$ cat config.mk
export PLATFORM = sky130hd
export DESIGN_NAME = hazard_ctrl_mc
export DESIGN_NICKNAME = d
export VERILOG_FILES = /design/src/rtl/hazard_ctrl_mc.sv
export SDC_FILE = /design/constraint.sdc
export NUM_CORES = 1
export LEC_CHECK = 0
export ABC_AREA = 1
export CAP_MARGIN = 20
export CORE_UTILIZATION = 55
export DETAILED_ROUTE_END_ITERATION = 8
export DONT_BUFFER_PORTS = 1
export PLACE_DENSITY = 0.73
export SLEW_MARGIN = 5
export SYNTH_ARGS = -nofsm -noshare
export SYNTH_HDL_FRONTEND = slang
export SYNTH_SLANG_ARGS = --single-unit
$ cat constraint.sdc
create_clock -name clk -period 1.7 [get_ports clk]
set_input_delay 0.34 -clock clk [delete_from_list [all_inputs] [get_ports clk]]
set_output_delay 0.34 -clock clk [all_outputs]
set_load 0.01 [all_outputs]
$ cat src/rtl/hazard_ctrl_mc.sv
// Hazard/forwarding controller for the 5-stage core: forwarding, load-use stall, branch flush,
// multi-cycle execute hold and variable-latency memory hold with a timeout watchdog.
module hazard_ctrl_mc #(
    parameter int unsigned REG_W   = 5,
    parameter int unsigned MUL_LAT = 3,
    parameter int unsigned TIMEOUT = 64
) (
    input  logic             clk,
    input  logic             rst_n,
    input  logic [REG_W-1:0] rs1d_i,
    input  logic [REG_W-1:0] rs2d_i,
    input  logic [REG_W-1:0] rs1e_i,
    input  logic [REG_W-1:0] rs2e_i,
    input  logic [REG_W-1:0] rde_i,
    input  logic [REG_W-1:0] rdm_i,
    input  logic [REG_W-1:0] rdw_i,
    input  logic [1:0]       rsltSrce_i,
    input  logic             regWrte_i,
    input  logic             regWrtm_i,
    input  logic             regWrtw_i,
    input  logic             pcSrce_i,
    input  logic             mulE_i,
    input  logic             memReqm_i,
    input  logic             memRdym_i,
    output logic             stallf_o,
    output logic             stalld_o,
    output logic             stalle_o,
    output logic             stallm_o,
    output logic             flushd_o,
    output logic             flushe_o,
    output logic             flushm_o,
    output logic             flushw_o,
    output logic [1:0]       fwdAe_o,
    output logic [1:0]       fwdBe_o,
    output logic             mulBusy_o,
    output logic             memErr_o
);

    localparam int unsigned CntW = $clog2(MUL_LAT);
    localparam int unsigned WdW  = $clog2(TIMEOUT + 1);
    localparam logic [CntW-1:0] CntInit = CntW'((MUL_LAT > 2) ? (MUL_LAT - 3) : 0);
    localparam logic [WdW-1:0]  WdMax   = WdW'(TIMEOUT);
    localparam logic [WdW-1:0]  WdLast  = WdW'(TIMEOUT - 1);

    typedef enum logic [1:0] {StIdle, StBusy, StDone} mul_state_e;

    mul_state_e      mul_state_q, mul_state_d;
    logic [CntW-1:0] mul_cnt_q, mul_cnt_d;
    logic [WdW-1:0]  wd_cnt_q, wd_cnt_d;
    logic            mem_err_q, mem_err_d;
    logic            mem_wait, mul_stall, lwstall;

    assign mem_wait = memReqm_i & ~memRdym_i;
    assign lwstall  = (rsltSrce_i == 2'b01) & regWrte_i & (rde_i != '0) &
                      ((rde_i == rs1d_i) | (rde_i == rs2d_i));

    always_comb begin
        fwdAe_o = 2'b00;
        if (regWrtm_i && (rdm_i == rs1e_i) && (rs1e_i != '0)) begin
            fwdAe_o = 2'b10;
        end else if (regWrtw_i && (rdw_i == rs1e_i) && (rs1e_i != '0)) begin
            fwdAe_o = 2'b01;
        end
        fwdBe_o = 2'b00;
        if (regWrtm_i && (rdm_i == rs2e_i) && (rs2e_i != '0)) begin
            fwdBe_o = 2'b10;
        end else if (regWrtw_i && (rdw_i == rs2e_i) && (rs2e_i != '0)) begin
            fwdBe_o = 2'b01;
        end
    end

    // The FSM freezes completely while memory holds the pipe, so the op finishes late.
    always_comb begin
        mul_state_d = mul_state_q;
        mul_cnt_d   = mul_cnt_q;
        mul_stall   = 1'b0;
        unique case (mul_state_q)
            StIdle: begin
                if (mulE_i) begin
                    mul_stall = 1'b1;
                    if (!mem_wait) begin
                        if (MUL_LAT == 2) begin
                            mul_state_d = StDone;
                        end else begin
                            mul_state_d = StBusy;
                            mul_cnt_d   = CntInit;
                        end
                    end
                end
            end
            StBusy: begin
                mul_stall = 1'b1;
                if (!mem_wait) begin
                    if (mul_cnt_q == '0) begin
                        mul_state_d = StDone;
                    end else begin
                        mul_cnt_d = mul_cnt_q - CntW'(1);
                    end
                end
            end
            StDone: begin
                if (!mem_wait) begin
                    mul_state_d = StIdle;
                end
            end
            default: mul_state_d = StIdle;
        endcase
    end

    always_comb begin
        stallf_o = 1'b0;
        stalld_o = 1'b0;
        stalle_o = 1'b0;
        stallm_o = 1'b0;
        flushd_o = 1'b0;
        flushe_o = 1'b0;
        flushm_o = 1'b0;
        flushw_o = 1'b0;
        if (mem_wait) begin
            stallf_o = 1'b1;
            stalld_o = 1'b1;
            stalle_o = 1'b1;
            stallm_o = 1'b1;
            flushw_o = 1'b1;
        end else if (mul_stall) begin
            stallf_o = 1'b1;
            stalld_o = 1'b1;
            stalle_o = 1'b1;
            flushm_o = 1'b1;
        end else begin
            // A taken branch squashes the load-use victim, so no stall is needed.
            stallf_o = lwstall & ~pcSrce_i;
            stalld_o = lwstall & ~pcSrce_i;
            flushd_o = pcSrce_i;
            flushe_o = pcSrce_i | lwstall;
        end
    end

    always_comb begin
        wd_cnt_d  = '0;
        mem_err_d = mem_err_q;
        if (mem_wait) begin
            wd_cnt_d  = (wd_cnt_q == WdMax) ? wd_cnt_q : wd_cnt_q + WdW'(1);
            mem_err_d = mem_err_q | (wd_cnt_q == WdLast);
        end
    end

    always_ff @(posedge clk or negedge rst_n) begin
        if (!rst_n) begin
            mul_state_q <= StIdle;
            mul_cnt_q   <= '0;
            wd_cnt_q    <= '0;
            mem_err_q   <= 1'b0;
        end else begin
            mul_state_q <= mul_state_d;
            mul_cnt_q   <= mul_cnt_d;
            wd_cnt_q    <= wd_cnt_d;
            mem_err_q   <= mem_err_d;
        end
    end

    assign mulBusy_o = (mul_state_q != StIdle);
    assign memErr_o  = mem_err_q;

endmodule

==> metrics.csv <==
metric,value,unit
drtIter0Drc,13,
worstMarginPinSlew,0.530,ns
whs,0.232,ns
maxSlewViolCount,0,
synth_area,1200,um2
io_buffer_count,0,
min_from,mulE_i,
syn-num-nets,242,
synth_fa_ha_area_share,3.12,%
crit_required,1.36,ns
worstSetupEndpointType,primary output,
cts_tree,built,
critPathTopFamily,flip-flops,
area_delta_synth_final,8.32,%
hold_viol,0,
place_hpwl,2090,um
die_area,2380,um2
wirelength,2530,um
yosysSeqAreaShare,25.0,%
syn_area_per_cell,6.23,um2
status,finished clean,
rr_worst_depth,8,
diodes,0,
io_pins,60,
cp-start-kind,register,
synth_compound_area_share,13.0,%
crit_arrival,1.22,ns
root_buffer,clkbuf_4,
vias,1184,
critPathMaxFanout,3,
p_total,0.941,mW
pre_cts_ws,0.224,ns
postPlaceCellArea,1250,um2
vias_per_cell,5.24,
overflow,0,
yosysWarningCount,0,
fin_util,65.1,%
grt_pass1_wl,4320,um
synth-edff-count,0,
muxShareOfSynthArea,0,%
place_inst,221,
synth_area_leaders,"dfrtp_1 (25%), nand2_1 (13%), inv_1 (12%)",
power_per_cell_area,723,nW/um2
gp_congestion,0.810,
routedWlPerCell,11.2,um
final.setup.worst_slack,0.141,ns
antenna_found_initial,0,
holdPathStages,1,
post-cts-setup-buffer-count,0,
synth_top_family_by_area,simple AND/OR/NAND/NOR gates,
drtAntennaViolNets,0,
h-tree-depth,1,
core_area,2000,um2
layoutNonFillerInstCount,226,
rsz0062_at_grt,no,
worst-path-stages,3,
nNetsFinal,249,
synth_seq_cells,12,
final_area,1300,um2
critPathBufInv,1,
clock_sinks,12,
drive_above_1_share,9.05,%
hp-class,in2reg,
reg2reg_slack,0.32,ns
synthSimpleGateAreaFrac,36.7,%
fill_cells,178,
grt_use_total,23.0,%
drv_cap,0,
slowest_delay,0.42,ns
reg2reg_from,wd_cnt_q[0],
synthDominantCellAreaShare,25.0,%
insertion_delay,0.28,ns
synth_xor_area_share,8.01,%
start_util,60.1,%
cts_made_buffers,3,
cpMaxStageDelayCell,dfrtp_1,
fin_skew,0.00539,ns
hold-path-endpoint,mul_state_q[0],
max_freq,641,MHz
r2r-end,wd_cnt_q[6],
slew_headroom,64.6,%
clockBufferDepth,2,
die_y,48.8,um
path_cells,o21ai_2 > buf_4 > nand3_1,
grt_max_degree,13,
yosysUniqueCellTypes,29,
min_period_over_period,91.7,%
crit_type,reg2out,
clkTransAtPathRegs,0.07,ns
setup_tns,0,ns
drt-pass1-iter-count,4,
ys_async_sr_fraction,100,%
fin_crit,1.56,ns
setup_viol,0,
rows,16,
power.leakage,0.708,nW
die_w,48.8,um
syn_inst,193,
synth_flop_cell,dfrtp_1,
route.detailed.drc,0,
grt_pass1_vias,1079,
peakVddDrop,676,uV
synth_top_cell_by_area,dfrtp_1,
## repair_timing
action,4_1_cts,5_1_grt
gates resized for setup,0,4
hold buffers,1,0
setup endpoints to repair,0,1
hold endpoints to repair,12,0
## synthesized netlist by cell type, types with 2 or more instances
| library cell | count |
|---|---|
| nand3_1 | 15 |
| nor2_1 | 24 |
| o21ai_0 | 10 |
| nand2_1 | 43 |
| nor3_1 | 3 |
| o211a_1 | 3 |
| a21oi_1 | 4 |
| ha_1 | 3 |
| or2_2 | 2 |
| dfrtp_1 | 12 |
| xor2_1 | 5 |
| inv_1 | 39 |
| xnor2_1 | 6 |
| buf_4 | 2 |
| nand4_1 | 8 |
## how the worst max path moves through the flow
stage	startpoint	endpoint	slack, ns
floorplan	rdm_i[2]	fwdAe_o[0]	0.14
detailed placement	rs1e_i[3]	fwdAe_o[1]	0.22
global placement	rdm_i[2]	fwdAe_o[1]	0.25
global route	mul_state_q[0]	flushe_o	0.04
finish	mul_state_q[0]	stallf_o	0.14
CTS	mul_state_q[0]	flushe_o	0.04
## cell type report
| class | count | area [um2] | share of cell area (%) |
|---|---|---|---|
| tap | 27 | 33.8 | 2.59 |
| timing repair buffer | 5 | 40.0 | 3.07 |
| sequential | 12 | 300 | 23.1 |
| multi-input combinational | 138 | 742 | 57.0 |
| clock buffer | 4 | 36.3 | 2.79 |
| inverter | 40 | 150 | 11.5 |
## power breakdown
part | total, mW | internal, mW | switching (mW)
Clock | 0.234 | 0.130 | 0.104
Sequential | 0.347 | 0.321 | 0.0260
Combinational | 0.360 | 0.143 | 0.217
## state kept, by name, indices dropped and copies added (netlist names)
name,cells
mul_cnt_q,2
wd_cnt_q,7
mul_state_q,2
memErr_o,1
## logic make-up after synthesis
group / after synthesis
xor gates and xnor gates: 11
DFF: 12
adders and majority gates: 3
AOI/OAI and AO/OA: 24
and+or+nand+nor: 100
buffers and inverters: 43
## routing by layer
metal / vias to the layer above / GRT usage, % / wire length (um) / part of all wire, %
met3: 5 / 9.75 / 246 / 9.7
met4: 0 / 4.90 / 25 / 0.99
met1: 501 / 28.5 / 1100 / 43
met2: 59 / 37.0 / 1160 / 46
li1: 619 / - / - / -
met5: - / 0 / 0 / 0
## layout by cell type (no fill, tap or decap)
cell type and count:
a41o_1 1, inv_1 39, clkbuf_8 1, nor2_4 1, o21ai_0 9, dfrtp_1 12
nand2_1 42, inv_2 1, o21bai_1 1, or2_2 2, or2_1 1, nand2_2 2
o22ai_1 1, o211a_1 3, nor2_1 24, nor2_2 1, nand3_1 15, o211ai_1 1
a211oi_2 1, dlygate4sd3_1 1, clkbuf_4 3, buf_4 4, a21oi_1 4, xnor2_1 6
nor3_1 3, o21ai_2 2, nand4_1 8, nor3b_1 1, xor2_1 5, a21boi_0 1
ha_1 3
No activity file was read; power rests on OpenSTA's default activity.
